File: src/rtl/keypad_scan.sv
// 4x4 active-low matrix keypad scanner with row synchroniser, frame-level
// debounce, one-cycle press events and a 32-bit hex digit shift register.
module keypad_scan #(
  parameter int SCAN_DIV = 1000,
  parameter int DEBOUNCE = 4
) (
  input  logic        clk,
  input  logic        rst,
  input  logic [3:0]  row_in,
  input  logic        clr,
  output logic [3:0]  col_out,
  output logic        key_valid,
  output logic [3:0]  key_code,
  output logic        pressed,
  output logic [31:0] value
);

  // state | meaning
  // IDLE  | no key accepted; a stable single key raises an event
  // HELD  | key accepted; wait for a stable release, ignore other keys
  typedef enum logic {
    IDLE = 1'b0,
    HELD = 1'b1
  } state_t;

  localparam int SW = (SCAN_DIV > 1) ? $clog2(SCAN_DIV) : 1;
  localparam logic [SW-1:0] SLOT_LAST = SW'(SCAN_DIV - 1);
  localparam logic [3:0]    DEB_MAX   = 4'(DEBOUNCE);

  logic [SW-1:0] slot_cnt;
  logic [1:0]    col_idx;
  logic [3:0]    row_s1;
  logic [3:0]    row_s2;
  logic          slot_end;
  logic          frame_end;

  // Frame accumulator: hit count saturates at 2, which stands for MULTI
  logic [1:0]    acc_n;
  logic [3:0]    acc_code;
  logic [1:0]    samp_n;
  logic [1:0]    samp_row;
  logic [2:0]    sum_n;
  logic [1:0]    tot_n;
  logic [3:0]    tot_code;

  logic          cand_key;
  logic [3:0]    cand_code;
  logic [3:0]    deb_cnt;
  logic          res_key;
  logic          match;
  logic [3:0]    cnt_nxt;
  logic          accept;

  state_t        state;
  state_t        state_nxt;
  logic          fire;
  logic          release_evt;

  assign slot_end  = (slot_cnt == SLOT_LAST);
  assign frame_end = slot_end && (col_idx == 2'd3);

  always_ff @(posedge clk or posedge rst) begin
    if (rst) begin
      slot_cnt <= '0;
      col_idx  <= 2'd0;
      col_out  <= 4'b1110;
    end else if (slot_end) begin
      slot_cnt <= '0;
      col_idx  <= col_idx + 2'd1;
      col_out  <= {col_out[2:0], col_out[3]};
    end else begin
      slot_cnt <= slot_cnt + SW'(1);
    end
  end

  always_ff @(posedge clk or posedge rst) begin
    if (rst) begin
      row_s1 <= 4'hF;
      row_s2 <= 4'hF;
    end else begin
      row_s1 <= row_in;
      row_s2 <= row_s1;
    end
  end

  always_comb begin
    samp_n   = 2'd0;
    samp_row = 2'd0;
    for (int r = 0; r < 4; r++) begin
      if (!row_s2[r]) begin
        samp_row = 2'(r);
        if (samp_n != 2'd2) samp_n = samp_n + 2'd1;
      end
    end
    sum_n    = {1'b0, acc_n} + {1'b0, samp_n};
    tot_n    = (sum_n >= 3'd2) ? 2'd2 : sum_n[1:0];
    tot_code = (acc_n == 2'd1) ? acc_code : {samp_row, col_idx};
  end

  always_ff @(posedge clk or posedge rst) begin
    if (rst) begin
      acc_n    <= 2'd0;
      acc_code <= 4'h0;
    end else if (frame_end) begin
      acc_n    <= 2'd0;
      acc_code <= 4'h0;
    end else if (slot_end) begin
      acc_n    <= tot_n;
      acc_code <= tot_code;
    end
  end

  // MULTI folds into NONE, so chords and ghosting never become candidates
  always_comb begin
    res_key = (tot_n == 2'd1);
    match   = (res_key == cand_key) && (!res_key || (tot_code == cand_code));
    if (!match)
      cnt_nxt = 4'd1;
    else if (deb_cnt == DEB_MAX)
      cnt_nxt = deb_cnt;
    else
      cnt_nxt = deb_cnt + 4'd1;
    accept  = (cnt_nxt == DEB_MAX);
  end

  always_ff @(posedge clk or posedge rst) begin
    if (rst) begin
      cand_key  <= 1'b0;
      cand_code <= 4'h0;
      deb_cnt   <= 4'd0;
    end else if (frame_end) begin
      cand_key  <= res_key;
      cand_code <= res_key ? tot_code : 4'h0;
      deb_cnt   <= cnt_nxt;
    end
  end

  always_ff @(posedge clk or posedge rst) begin
    if (rst) state <= IDLE;
    else     state <= state_nxt;
  end

  always_comb begin
    state_nxt   = state;
    fire        = 1'b0;
    release_evt = 1'b0;
    if (frame_end && accept) begin
      case (state)
        IDLE: if (res_key) begin
          state_nxt = HELD;
          fire      = 1'b1;
        end
        HELD: if (!res_key) begin
          state_nxt   = IDLE;
          release_evt = 1'b1;
        end
        default: state_nxt = IDLE;
      endcase
    end
  end

  always_ff @(posedge clk or posedge rst) begin
    if (rst) begin
      key_valid <= 1'b0;
      key_code  <= 4'h0;
      pressed   <= 1'b0;
      value     <= 32'h0;
    end else begin
      key_valid <= fire;
      if (fire) begin
        key_code <= tot_code;
        pressed  <= 1'b1;
        value    <= clr ? {28'h0, tot_code} : {value[27:0], tot_code};
      end else begin
        if (release_evt) pressed <= 1'b0;
        if (clr)         value   <= 32'h0;
      end
    end
  end

endmodule

File: config.mk
export PLATFORM = sky130hd
export DESIGN_NAME = keypad_scan
export DESIGN_NICKNAME = d
export VERILOG_FILES = /design/src/rtl/keypad_scan.sv
export SDC_FILE = /design/constraint.sdc
export NUM_CORES = 1
export LEC_CHECK = 0
export CORE_MARGIN = 5
export CORE_UTILIZATION = 55
export DETAILED_ROUTE_END_ITERATION = 16
export PLACE_DENSITY = 0.83
export RECOVER_POWER = 50
export SLEW_MARGIN = 10
export SYNTH_ARGS = -nofsm -noshare
export SYNTH_HDL_FRONTEND = slang
export SYNTH_SLANG_ARGS = --single-unit
export TNS_END_PERCENT = 10
File: constraint.sdc
create_clock -name clk -period 11.8 [get_ports clk]
set_input_delay 2.36 -clock clk [delete_from_list [all_inputs] [get_ports clk]]
set_output_delay 2.36 -clock clk [all_outputs]
set_load 0.02 [all_outputs]
# Yosys cells after proc, flatten, opt, wreduce, memory -nomap -nowiden
# Index checks and enable logic that the tools add are counted.
# totals
in_bits	7
ff_bits	78
wordCells	73
# op_classes
n_reduce_logical	8
eq_ne	11
muxes	31
add_sub_neg	7
n_lt_le_gt_ge	1
# ops
op	count
$mux 32	3
$mux 4	6
$mux 2	11
$add 10x1->10 const B	1
$eq 10x10->1 const B	1
$mux 1	10
$mux 10	1
$add 2x1->2 const B	4
$eq 4x3->1 const B	2
$ne 2x2->1 const B	3
$reduce_bool 2->1	3
$add 4x1->4 const B	1
$eq 2x1->1 const B	2
$eq 4x4->1	1
$add 2x2->3	1
$ge 3x2->1 const B	1
$logic_and 1x1->1	3
$eq 2x2->1 const B	1
$eq 1x1->1	1
$logic_not 1->1	1
$logic_or 1x1->1	1

# Longest topological paths before layout
# depth
word_depth	23
ltp_mapped	17
depth_no_buf	16

# Worst setup path after synthesis
# No wires, ideal clock.
# synth_timing
path_kind	register -> register
startpoint	register row_s2[0]
endpoint	register key_code[2]
arrival_time_ns	3.644
setup_time_ns	0.128
slack_ns	8.029
stages_incl_launch_ff	18
t_required_ns	11.672
n_path_buf	1
cell_sequence	dfstp_2 > inv_1 > ha_1 > mux2i_1 > ha_1 > nor2_1 > a21oi_1 > ha_1 > inv_1 > fa_1 > and3_1 > nand3_1 > nor2_1 > o2111ai_2 > or4_1 > buf_4 > inv_2 > mux2_1
# synth_between
elab_chain_cells	21
word_cells_on_any_way	27
classes_between	add/sub (4); order compare (1); eq/ne (6); mux (12); reduce/logical (4)
# synth_rtl
element	line	rtl
start, declared	33	logic [3:0] row_s2;
start signal, assigned	82	row_s2 <= row_s1;
$mux 1 (*)	90	if (!row_s2[r]) begin
$add 2x1->2 or $ne 2x2->1 (tied branches)	92	if (samp_n != 2'd2) samp_n = samp_n + 2'd1;
$mux 2	92	
$mux 2 (*)	90	
$add 2x1->2 or $ne 2x2->1 (tied branches)	92	
$mux 2	92	
$mux 2 (*)	90	
$add 2x1->2 or $ne 2x2->1 (tied branches)	92	
[... 6 more ...]	--	
$logic_not 1->1	--	
$logic_or 1x1->1	116	match = (res_key == cand_key) && (!res_key || (tot_code == cand_code));
$logic_and 1x1->1	116	
$mux 4	117	if (!match)
$eq 4x3->1	123	accept = (cnt_nxt == DEB_MAX);
$logic_and 1x1->1	147	if (frame_end && accept) begin
$mux 1 (*)	147	
named net fire	56	logic fire;
end signal, assigned	171	key_code <= tot_code;
end, declared	13	output logic [3:0] key_code,
# Mark *: on every way through the listed nets, which the timed path passes. The rest lies on a longest branch.
# A chain may end at the register's enable or synchronous reset.

==> run summary <==
The run finished, with violations left. The checks that failed: capacitance limit, slew limit. Entering global routing, the biggest net connects 79 pins. STA classifies the critical path startpoint as an input port. The critical path contains buffers and inverters numbering 3 combined. The count of state elements after synthesis came out at 78. STA classifies the critical path endpoint as an async pin.

The area share of the largest cell type after synthesis is 0.4643. When the netlist entered floorplanning its net count stood at 333. The library cell contributing the largest single delay on the critical path was sky130_fd_sc_hd__clkbuf_1.

CTS saw 78 sinks. Measured in cells, the most critical reg-to-reg path has a length of 16. The completed layout was analyzed and its total power is 0.0005065 W.

The TritonCTS buffer count is 9, and the post-CTS setup buffer count is 0. The later pin in the worst-skew pair is clocked with a latency of 0.35 ns. The number of antenna violations at the first check in global routing came out at 0. The count of H-tree levels built during CTS came out at 3. The setup path with the least slack is of type in2async. The cell depth of the worst hold path was 0. Max-cap check violation count: 1.

In this run the deepest clock path goes through 2 buffers. The number of nets with antenna violations after detailed routing came out at 0. For the pin with the worst max-slew slack, the measured transition is 3.997 ns.

The number of hold-slack violations in the final timing report came out at 0. The startpoint identified for the worst hold timing path is row_s1[1]. In the post-synthesis netlist, the cell with the most instances is sky130_fd_sc_hd__dfrtp_1. The path class of the tightest hold or removal check is reg2reg. The critical path goes through dlygate4sd3_1 -> clkinv_1 -> clkbuf_1. TritonCTS built the clock tree.

In the synthesized netlist, the number of instances is 317. The power per standard cell area was 116.9 mW/mm^2; the net load switching power was 0.0001062 W. For the final database, setup skew stands at 0.01112 ns.

The cell internal power dissipation was 0.0004002 W; the power share of the combinational group was 0.034. Number of global-route vias before repair: 2,400. The number of synthesized flops with an enable pin came out at 0.

For the DRC violation count after routing, the log shows 0. The sequential element share of the synthesized area was 0.5444. Once detailed placement completed, the half-perimeter wirelength came to 4753 um. The run gives 0.8103 as the final estimated routing congestion in global placement. The endpoint identified for the worst register-to-register timing path is key_code[2]. The number of cells upsized or downsized after cts was 0. By area the synthesized netlist is led by sky130_fd_sc_hd__dfrtp_1 (46%), sky130_fd_sc_hd__mux2i_1 (10%), sky130_fd_sc_hd__dfstp_2 (8.0%).

The run gives 0 as the remaining global-route overflow. The tools report the effective utilization at floorplan as 0.5654. The share of layout cells above drive strength 1 is 0.08625.

The port buffer count works out to 48. Data on the critical path is required at its endpoint by 11.33 ns. The area overhead of the layout relative to synthesis works out to 19.99%.

For the number of max-slew violations in the final report, the log shows 79. Using the TritonRoute via totals, the vias-per-cell ratio works out to 5.415. After the flow finishes, the layout carries non-filler instances totaling 448. The number of hold buffers added after CTS was 0. The average wire per cell in the routed design was 15.08 um; the final antenna diode count was 0.

The filler cells instantiated in the layout total 494. Clock tree synthesis selected as its root buffer the cell sky130_fd_sc_hd__clkbuf_8. Of all nets on the critical path, the largest fanout is 78. In this run the static leakage power is 2.117 nW.

The share of async-settable or async-resettable flops after synthesis is 1.000, and the die outline area is 0.008286 mm^2. In this run, placement finished with an instance count of 432. Setup repair after global routing left no endpoint under its margin. The reg2reg setup slack is 7.03 ns.

Among cell families on the critical path, the largest total delay comes from buffers and inverters. Synthesis instantiated 42 different standard cells from the library. Among all flip-flop cells after synthesis, the most frequent one is sky130_fd_sc_hd__dfrtp_1. For this block, the via count after detailed routing is 2,426. Counting instances in the post-synthesis netlist gives the leading cell types as sky130_fd_sc_hd__dfrtp_1 (67), sky130_fd_sc_hd__nand2b_1 (39), sky130_fd_sc_hd__mux2i_1 (37). Based on the critical path, the design can be clocked at up to 0.1600 GHz. The part of the power in the clock network came out at 0.431. The yosys synthesis warning count was 0. The first global-routing pass estimated 11,550 um of wire.

Summing all multi-input logic gate instances after layout gives 0.001511 mm^2. The tools report the routed wire length as 6754 um. The logs give 5.78 ns for the data arrival time at the worst-slack endpoint and 5 for the first-pass iteration count of the detailed router. Number of nets in the layout: 382. The clock period minus worst slack came out at 6.250 ns. The floorplan die height was 91.03 um; the clock transition time at the flip-flop clock pins of the worst setup and hold paths was 0.08 ns.

In this run the standard cell core region covers 0.006386 mm^2. The final clock period utilization by the worst path came out at 0.5296. The worst flop-to-flop path startpoint was row_s2[0].

Adding up every negative setup slack in the final design gives 0 ns. The tools report the number of design-rule violations left by the first detailed-router iteration as 139. The switching power as a share of total power was 0.2098. The run gives 0.003611 mm^2 as the cell area after technology mapping. Of all cell types, the one taking the most synthesized area is sky130_fd_sc_hd__dfrtp_1. The register cell area after layout was 0.001966 mm^2; the count of standard-cell rows was 29. The worst slew margin relative to its limit is -1.665, and the part of the total power dissipated in sequential elements is 0.534.

The number of setup violations in the final report is 0. The floorplan step set the die width to 91.03 um. The stage delay of the slowest cell on the critical path works out to 2.78 ns. The overall fraction of global-route tracks in use was 0.1715; the average footprint of a synthesized cell was 11.39 um^2. The logs give 0.08339 mV for the maximum vdd ir drop and 49 for the I/O pin count.

For hold timing, the worst endpoint is row_s2[1].
==> power by group through the flow <==
stage               Combinational, W  Sequential (W)  Clock [W]
floorplan                  0.0000120        0.000276          0
global placement           0.0000174        0.000276          0
detailed placement         0.0000182        0.000276          0
CTS                        0.0000182        0.000271   0.000223
global route               0.0000197        0.000271   0.000235
finish                     0.0000173        0.000271   0.000218
==> registers in the layout, summed over array words and instances, names as in the netlist <==
signal and flops:
value 32, slot_cnt 10, state 1, row_s2 4
col_out 4, acc_code 4, row_s1 4, cand_key 1
key_code 4, deb_cnt 4, col_idx 2, key_valid 1
acc_n 2, pressed 1, cand_code 4
==> worst max-delay path by stage <==
stage	startpoint	to	slack, ns	cells after the start
after floorplan	rst	acc_code[0]	7.46	1
after global placement	row_s2[0]	key_code[2]	7.26	16
after detailed placement	row_s2[0]	key_code[2]	7.00	16
after CTS	row_s2[0]	key_code[2]	6.99	16
after global routing	rst	value[23]	4.59	3
final	rst	value[26]	5.55	3
==> layout by cell type, fill, tap and decap left out, types with 10 or more instances in the layout <==
master / instances
sky130_fd_sc_hd__a21oi_1: 10
sky130_fd_sc_hd__clkbuf_8: 10
sky130_fd_sc_hd__clkdlybuf4s50_1: 43
sky130_fd_sc_hd__dfrtp_1: 67
sky130_fd_sc_hd__dfstp_2: 10
sky130_fd_sc_hd__inv_1: 13
sky130_fd_sc_hd__mux2i_1: 37
sky130_fd_sc_hd__nand2_1: 36
sky130_fd_sc_hd__nand2b_1: 39
sky130_fd_sc_hd__nand3_1: 10
sky130_fd_sc_hd__nor2_1: 13
==> cell families after synthesis <==
| family | count (synthesis) | synth area share |
|---|---|---|
| DFF | 78 | 0.5444 |
| buffers and inverters | 27 | 0.03742 |
| AOI/OAI and AO/OA | 38 | 0.07103 |
| muxes | 41 | 0.1213 |
| xor gates and xnor gates | 10 | 0.02425 |
| adders and majority gates | 9 | 0.03327 |
| and+or+nand+nor | 114 | 0.1684 |
==> layout make-up <==
| type | count | area share |
|---|---|---|
| inverter | 15 | 0.01299 |
| timing repair buffer | 50 | 0.1126 |
| sequential | 78 | 0.4537 |
| clock buffer | 12 | 0.03350 |
| multi-input combinational | 212 | 0.3488 |
| clock inverter | 4 | 0.01617 |
| tap | 77 | 0.02224 |
==> metal layers <==
layer / track usage / vias to the layer above / wire, um
met2: 0.2686 / 63 / 3260
met5: 0 / - / 0
li1: - / 1193 / -
met4: 0.09413 / 0 / 221
met3: 0.04463 / 19 / 354
met1: 0.2170 / 1151 / 2918
==> per-stage QoR <==
step | setup slack (ns) | cell area, um^2 | hold slack (ns) | utilization
after floorplan | 7.463 | 3611 | 0.3452 | -
after CTS | 6.986 | 4347 | 0.3583 | 0.6806
after global routing | 4.590 | 4333 | 0.3636 | 0.6785
final | 5.550 | 4333 | 0.3579 | 0.6785
after global placement | 7.258 | 4131 | 0.3464 | 0.6469
after detailed placement | 6.995 | 4131 | 0.3468 | 0.6469
Power figures use the tool's default switching activity.
